## src/rtl/spi_pkg.sv

```systemverilog
// Shared types and defaults for the 32-bit SPI receive link.
package spi_pkg;

  localparam int SPI_FRAME_W    = 32;
  localparam int SPI_SYNC_DEPTH = 2;

  typedef enum logic [1:0] {
    IDLE       = 2'd0,
    SHIFT      = 2'd1,
    WAIT_DESEL = 2'd2
  } state_e;

endpackage

```

## src/rtl/spi_sync_edge.sv

```systemverilog
// Multi-flop synchroniser for one asynchronous pin, with single-cycle rise/fall
// pulses derived from one extra register stage after the synchronised level.
module spi_sync_edge #(
  parameter int   DEPTH   = 2,
  parameter logic RST_VAL = 1'b1
) (
  input  logic clk,
  input  logic reset_n,
  input  logic d_i,
  output logic q_o,
  output logic rise_o,
  output logic fall_o
);

  logic [DEPTH-1:0] sync_q;
  logic             prev_q;

  // Synchroniser chain plus the edge-detect history flop.
  always_ff @(posedge clk or negedge reset_n) begin
    if (!reset_n) begin
      sync_q <= {DEPTH{RST_VAL}};
      prev_q <= RST_VAL;
    end else begin
      sync_q <= {sync_q[DEPTH-2:0], d_i};
      prev_q <= sync_q[DEPTH-1];
    end
  end

  assign q_o    = sync_q[DEPTH-1];
  assign rise_o = sync_q[DEPTH-1] & ~prev_q;
  assign fall_o = ~sync_q[DEPTH-1] & prev_q;

endmodule

```

## src/rtl/spi_slave.sv

```systemverilog
// SPI receive slave: oversampled SCK/SSEL/MOSI, 32-bit frames to a parallel word.
// Define SPI_SLAVE_MISO_EN to build the MISO return path from tx_data.
module spi_slave
  import spi_pkg::*;
#(
  parameter int DATA_W      = SPI_FRAME_W,
  parameter int SYNC_STAGES = SPI_SYNC_DEPTH
) (
  input  logic              clk,
  input  logic              reset_n,
  input  logic              en,
  input  logic              SCK,
  input  logic              SSEL,
  input  logic              DATA_IN,
  input  logic [DATA_W-1:0] tx_data,
  output logic              MISO,
  output logic [DATA_W-1:0] rx_data,
  output logic              rx_valid,
  output logic              frame_err,
  output logic              busy
);

  localparam int CNT_W = $clog2(DATA_W) + 1;

  logic sck_rise, sck_fall, ssel_rise, ssel_fall, din_s;
  logic sck_lvl_unused, ssel_lvl_unused, din_rise_unused, din_fall_unused;

  spi_sync_edge #(.DEPTH(SYNC_STAGES), .RST_VAL(1'b1)) u_sync_sck (
    .clk(clk), .reset_n(reset_n), .d_i(SCK),
    .q_o(sck_lvl_unused), .rise_o(sck_rise), .fall_o(sck_fall)
  );

  spi_sync_edge #(.DEPTH(SYNC_STAGES), .RST_VAL(1'b1)) u_sync_ssel (
    .clk(clk), .reset_n(reset_n), .d_i(SSEL),
    .q_o(ssel_lvl_unused), .rise_o(ssel_rise), .fall_o(ssel_fall)
  );

  spi_sync_edge #(.DEPTH(SYNC_STAGES), .RST_VAL(1'b1)) u_sync_din (
    .clk(clk), .reset_n(reset_n), .d_i(DATA_IN),
    .q_o(din_s), .rise_o(din_rise_unused), .fall_o(din_fall_unused)
  );

  state_e            state_q, state_d;
  logic [CNT_W-1:0]  cnt_q, cnt_d;
  // Holds the first DATA_W-1 bits; the last bit joins directly on capture.
  logic [DATA_W-2:0] rx_shift_q, rx_shift_d;
  logic [DATA_W-1:0] rx_data_q, rx_data_d;
  logic              valid_pend_q, valid_pend_d;
  logic              frame_err_q, frame_err_d;
  logic              ovr_q, ovr_d;
  logic              rx_valid_q, busy_q;

  // Next-state, shift and strobe decisions.
  always_comb begin
    state_d      = state_q;
    cnt_d        = cnt_q;
    rx_shift_d   = rx_shift_q;
    rx_data_d    = rx_data_q;
    valid_pend_d = 1'b0;
    frame_err_d  = 1'b0;
    ovr_d        = ovr_q;
    if (!en) begin
      state_d = IDLE;
    end else begin
      case (state_q)
        IDLE: begin
          if (ssel_fall) begin
            state_d = SHIFT;
            cnt_d   = '0;
            ovr_d   = 1'b0;
          end else begin
            state_d = IDLE;
          end
        end
        SHIFT: begin
          if (sck_rise) begin
            cnt_d      = cnt_q + CNT_W'(1);
            rx_shift_d = {rx_shift_q[DATA_W-3:0], din_s};
            if (cnt_q == CNT_W'(DATA_W - 1)) begin
              rx_data_d    = {rx_shift_q, din_s};
              valid_pend_d = 1'b1;
              state_d      = ssel_rise ? IDLE : WAIT_DESEL;
            end else if (ssel_rise) begin
              frame_err_d = 1'b1;
              state_d     = IDLE;
            end else begin
              state_d = SHIFT;
            end
          end else if (ssel_rise) begin
            frame_err_d = 1'b1;
            state_d     = IDLE;
          end else begin
            state_d = SHIFT;
          end
        end
        WAIT_DESEL: begin
          if (ssel_rise) begin
            state_d = IDLE;
          end else if (sck_rise && !ovr_q) begin
            frame_err_d = 1'b1;
            ovr_d       = 1'b1;
          end else begin
            state_d = WAIT_DESEL;
          end
        end
        default: state_d = IDLE;
      endcase
    end
  end

  // Receive-side state and registered outputs.
  always_ff @(posedge clk or negedge reset_n) begin
    if (!reset_n) begin
      state_q      <= IDLE;
      cnt_q        <= '0;
      rx_shift_q   <= '0;
      rx_data_q    <= '0;
      valid_pend_q <= 1'b0;
      frame_err_q  <= 1'b0;
      ovr_q        <= 1'b0;
      rx_valid_q   <= 1'b0;
      busy_q       <= 1'b0;
    end else begin
      state_q      <= state_d;
      cnt_q        <= cnt_d;
      rx_shift_q   <= rx_shift_d;
      rx_data_q    <= rx_data_d;
      valid_pend_q <= valid_pend_d;
      frame_err_q  <= frame_err_d;
      ovr_q        <= ovr_d;
      rx_valid_q   <= valid_pend_q & en;
      busy_q       <= (state_d != IDLE);
    end
  end

  assign rx_data   = rx_data_q;
  assign rx_valid  = rx_valid_q;
  assign frame_err = frame_err_q;
  assign busy      = busy_q;

`ifdef SPI_SLAVE_MISO_EN
  logic [DATA_W-2:0] tx_shift_q, tx_shift_d;
  logic              miso_q, miso_d;

  // MSB goes out at frame start; later bits advance on SCK falling edges.
  always_comb begin
    tx_shift_d = tx_shift_q;
    miso_d     = miso_q;
    if (state_q == IDLE && state_d == SHIFT) begin
      tx_shift_d = tx_data[DATA_W-2:0];
      miso_d     = tx_data[DATA_W-1];
    end else if (state_q == SHIFT && state_d == SHIFT && sck_fall) begin
      tx_shift_d = {tx_shift_q[DATA_W-3:0], 1'b0};
      miso_d     = tx_shift_q[DATA_W-2];
    end else if (state_d == IDLE) begin
      miso_d = 1'b0;
    end else begin
      tx_shift_d = tx_shift_q;
    end
  end

  // Transmit shift register and MISO output flop.
  always_ff @(posedge clk or negedge reset_n) begin
    if (!reset_n) begin
      tx_shift_q <= '0;
      miso_q     <= 1'b0;
    end else begin
      tx_shift_q <= tx_shift_d;
      miso_q     <= miso_d;
    end
  end

  assign MISO = miso_q;
`else
  logic unused_tx;
  assign unused_tx = ^{tx_data, sck_fall};
  assign MISO      = 1'b0;
`endif

endmodule

```

## config.mk

```make
export PLATFORM = sky130hd
export DESIGN_NAME = spi_slave
export DESIGN_NICKNAME = d
export VERILOG_FILES = /design/src/rtl/spi_pkg.sv /design/src/rtl/spi_sync_edge.sv /design/src/rtl/spi_slave.sv
export SDC_FILE = /design/constraint.sdc
export NUM_CORES = 1
export LEC_CHECK = 0
export ABC_CLOCK_PERIOD_IN_PS = 4300
export BUFFER_PORTS_ARGS = -buffer_cell sky130_fd_sc_hd__buf_2
export CAP_MARGIN = 40
export CORE_MARGIN = 10
export CORE_UTILIZATION = 58
export DETAILED_ROUTE_END_ITERATION = 8
export PLACE_DENSITY_LB_ADDON = 0.25
export SKIP_LAST_GASP = 1
export SLEW_MARGIN = 20
export SYNTH_ARGS = -nofsm -noshare
export SYNTH_HDL_FRONTEND = slang
export SYNTH_SLANG_ARGS = --single-unit
```

## constraint.sdc

```tcl
create_clock -name clk -period 4.3 [get_ports clk]
set_clock_uncertainty 0.2 [all_clocks]
set_input_delay 0.86 -clock clk [delete_from_list [all_inputs] [get_ports clk]]
set_output_delay 0.86 -clock clk [all_outputs]
set_load 0.02 [all_outputs]
```

======== Word-level counts from Yosys, hierarchy flattened ========
Index checks and enable logic that the tools add are counted.
storage, ports and cells
  word-level logic and storage cells ...... 66
  bits in registers ....................... 84
  output and inout bits ................... 36
operators by class
  muxes and demuxes ....................... 27
  $add $sub $neg .......................... 1
  bitwise operators ....................... 7
  reductions and logical operators ........ 10
  equality and inequality tests ........... 7
operators by type and width
  operator                                       count
  2-to-1 mux 1 bit                               15
  2-to-1 mux 2 bit                               6
  2-to-1 mux 6 bit                               2
  case mux 6 bit (2 select lines)                1
  != test 2 bit, second input constant           4
  AND reduction 4 bit                            2
  adder 6 x 1 -> 6 bit, second input constant    1
  == test 6 x 5 -> 1 bit, second input constant  1
  case mux 2 bit (3 select lines)                1
  nonzero test 2 bit                             3
  AND reduction 5 bit                            1
  bitwise AND 1 bit                              4
  case mux 1 bit (2 select lines)                2
  NOT 1 bit                                      3
  AND reduction 3 bit                            1
  == test 2 x 1 -> 1 bit, second input constant  1
  == test 2 bit, second input constant           1
  logical NOT 2 bit                              1
  logical AND 1 bit                              1
  logical NOT 1 bit                              1

======== Depth between registers and ports, before layout ========
  depth after elaboration ................. 8
  depth in mapped cells ................... 7

======== Modules after synthesis ========
From an unflattened synthesis, not the netlist that was laid out.
unflattened totals
  cells, all modules ...................... 226
  area, all modules ....................... 3390.8 um^2
modules (own cells, without submodules)
  module         cells an instance  area each (um^2)  instances  sequential area each (um^2)
  spi_slave      211                3109.2            1          1901.8
  spi_sync_edge  5                  93.8              3          78.8

======== Worst setup path after synthesis ========
OpenSTA, ideal clock, no wires.
  path kind ............................... in2reg
  start point ............................. input en
  end point ............................... register rx_data_q[0], in the netlist rx_data[0]
  path slack .............................. 2.212 ns
  stages on the path ...................... 5
  setup time .............................. 0.125 ns
  arrival ................................. 1.763 ns
  path through ............................ buf_2 > nand2_2 > nor2_8 > buf_12 > mux2_4
between the ends
  longest elaborated chain between the ends .. 1
ends and longest elaborated chain
  what                                  RTL line          source
  from (decl)                           spi_slave.sv:11   input logic en,
  AND reduction 4 bit (no source line)  n/a
  to (signal assigned)                  spi_slave.sv:127  rx_data_q <= rx_data_d;
  to (decl)                             spi_slave.sv:47   logic [DATA_W-1:0] rx_data_q, rx_data_d;
No other way between the ends.
A chain may end at the register's enable or synchronous reset.

======== Worst setup path after layout ========
  start point ............................. register cnt_q[0]
  end point ............................... register rx_data_q[14], in the netlist rx_data[14]
between the ends
  longest elaborated chain between the ends .. 2
ends and longest elaborated chain
  what                                  RTL line          source
  from (decl)                           spi_slave.sv:44   logic [CNT_W-1:0] cnt_q, cnt_d;
  from (signal assigned)                spi_slave.sv:125  cnt_q <= cnt_d;
  == test 6 x 5 -> 1 bit                spi_slave.sv:79   if (cnt_q == CNT_W'(DATA_W - 1)) begin
  AND reduction 4 bit (no source line)  n/a
No other way between the ends.

==> impl_metrics.tcl <==
set metrics [dict create \
    status "finished, final reports clean" \
    worstPathRequired_ns 4.33 \
    avgSynthCellArea_um2 15.6 \
    first_pass_iters 4 \
    drive_gt1_share_pct 49.6 \
    rsz0062_at_grt "no" \
    clk_latency_ns 0.35 \
    leakagePower_nw 2.06 \
    final_util_pct 67.2 \
    combPwrFrac_pct 4.0 \
    dp_hpwl_mm 3.76 \
    hp-class "reg2reg" \
    peakVddDrop_v 0.000232 \
    first_global_vias 1933 \
    syn_nets 267 \
    share_seq_of_total_power_pct 55.2 \
    viasPerCell 5.37 \
    synth_top_family_by_area "multiplexers" \
    cts.path.max_buffers 2 \
    synth_top_area_share_pct 54.4 \
    cts_setup_buffers 0 \
    finalNetCount 312 \
    arrival_ns 2.57 \
    antenna_found_initial 0 \
    syn-cell-area_um2 3490 \
    grt_pass1_wl_mm 9.65 \
    numCtsBuffers 9 \
    clock_power_share_pct 40.8 \
    start_util_pct 59.4 \
    htreeDepth 3 \
    finalCritPeriodShare_pct 59.0 \
    post-synth-top-area-cell "dfrtp_1" \
    yosysMostFrequentCell "dfrtp_1" \
    num_vias 1875 \
    critPathLaunchType "flop" \
    synth_compound_area_share_pct 4.65 \
    root_buffer "clkbuf_8" \
    ant_nets 0 \
    synth_edf_count 0 \
    drt-initial-drc-count 62 \
    drv_slew 0 \
    core_area_um2 5890 \
    n_antenna_cell 0 \
    wl_per_cell_um 16.2 \
    critPathKind "reg2reg" \
    swShare_pct 21.8 \
    synth_xor_xnor_area_share_pct 0 \
    hold_viol_final 0 \
    timing.slew.headroom_pct 47.9 \
    postCtsResizedCells 0 \
    ctsHoldBuffers 0 \
    grt_usage_pct 12.3 \
    n_fill_cell 441 \
    die_w_um 97.6 \
    grt_max_degree 50 \
    path_clk_slew_ns 0.08 \
    fmax_mhz 394 \
    syn_to_final_growth_pct 13.1 \
    internal-power_w 0.00116 \
    remaining_drc_errors 0 \
    setup_tns_ns 0 \
    synthTopCellsByCount "76 x dfrtp_1, 34 x mux2_2, 29 x mux2_4" \
    dieArea_um2 9530 \
    io_pins 74 \
    ys_warn_count 0 \
    ys_types 40 \
    synthTopCellsByArea "dfrtp_1 54%, mux2_4 12%, mux2_2 11%" \
    synth_mux_area_share_pct 23.4 \
    synthCells 224 \
    async_reset_ff_share_pct 100 \
    ys.flop_type "dfrtp_1" \
    min_period_ns 2.54 \
    p_sw_w 0.000323 \
    ys_seq_elements 84 \
    wirelength_mm 5.65 \
    crit_path_max_fanout 33 \
    finalSetupViolations 0 \
    end_kind "flop" \
    power.density_nw_per_um2 374 \
    overflow 0 \
    ys_seq_area_share_pct 60.4 \
    cap_viol_max_count 0 \
    chipHeight_um 97.6 \
    synthAdderAreaFrac_pct 1.79 \
    gp_congestion 0.838 \
    synth-simple-area-share_pct 6.55 \
    rows 28 \
    io_buffers 40 \
    worstMarginPinSlew_ns 0.782 \
    cts_tree "built" \
    clkSinkCount 84 \
]
## final timing paths
kind	slack [ns]	endpoint	depth (start not counted)	from
setup / recovery	1.76	rx_data[14]	5	cnt_q[0]
hold / removal	0.16	u_sync_ssel.sync_q[1]	0	u_sync_ssel.sync_q[0]
setup reg to reg	1.76	rx_data[14]	5	cnt_q[0]
hold reg to reg	0.16	u_sync_ssel.sync_q[1]	0	u_sync_ssel.sync_q[0]
max in group asynchronous	3.00	u_sync_din.sync_q[1]	2	reset_n
min in group asynchronous	0.26	cnt_q[0]	1	reset_n
## flip-flops by register name, indices dropped and copies added (netlist names), 2 cells and up
| signal | cells |
|---|---|
| u_sync_sck.sync_q | 2 |
| u_sync_din.sync_q | 2 |
| rx_data | 32 |
| u_sync_ssel.sync_q | 2 |
| state_q | 2 |
| cnt_q | 6 |
| rx_shift_q | 31 |
## area by class of cell
cell class / count / area [um2] / area share, %
clock inverters: 6 / 87.6 / 2.22
flip-flops and latches: 84 / 2110 / 53.4
repair buffers: 42 / 238 / 6.01
well taps: 75 / 93.8 / 2.37
multi-input cells: 127 / 1280 / 32.3
clock buffers: 10 / 128 / 3.23
inverters: 5 / 18.8 / 0.475
## placed cells by master, fill, tap and decap left out, types with 4 or more instances in the layout
| cell | instances |
|---|---|
| dfrtp_1 | 76 |
| buf_2 | 39 |
| mux2_2 | 34 |
| mux2_4 | 29 |
| clkbuf_8 | 9 |
| dfstp_2 | 8 |
| o21ai_0 | 7 |
| nand2_1 | 7 |
| nand2b_1 | 6 |
| inv_1 | 5 |
| ha_1 | 5 |
| a21oi_1 | 4 |
## metal layers
metal,routed length [um],vias up,track usage (%)
li1,-,877,-
met1,2570,942,15.6
met2,2650,49,18.1
met3,348,7,4.91
met4,76,0,5.48
met5,0,-,0
## power groups by stage
stage,Combinational (W),Clock (W),Sequential [W]
2_1_floorplan,0.0000330,0,0.000831
6_report,0.0000593,0.000604,0.000817
4_1_cts,0.0000607,0.000620,0.000817
3_5_place_dp,0.0000604,0,0.000832
3_3_place_gp,0.0000560,0,0.000832
5_1_grt,0.0000679,0.000659,0.000819
## cell families after synthesis
logic type | count (synthesis)
muxes | 63
AOI/OAI and AO/OA | 24
other | 1
buffers and inverters | 13
DFF | 84
adders and majority gates | 5
and+or+nand+nor | 34
## critical path, cell delays in order, from the launching register on
cell,delay [ns]
dfrtp_1,0.41
ha_1,0.21
nand3_2,0.09
or3b_4,0.45
nor2_8,0.62
mux2_2,0.41
## metrics by stage
stage | hold slack [ns] | setup WS [ns] | power (W) | instances | instance area [um2]
after global routing | 0.162 | 1.65 | 0.00155 | 349 | 3950
after detailed placement | 0.147 | 1.77 | 0.000893 | 333 | 3740
after global placement | 0.146 | 1.77 | 0.000888 | 332 | 3710
final | 0.158 | 1.76 | 0.00148 | 349 | 3950
after CTS | 0.159 | 1.75 | 0.00150 | 349 | 3950
after floorplan | 0.145 | 2.21 | 0.000864 | 224 | 3490
No activity file was read; power rests on OpenSTA's default activity.
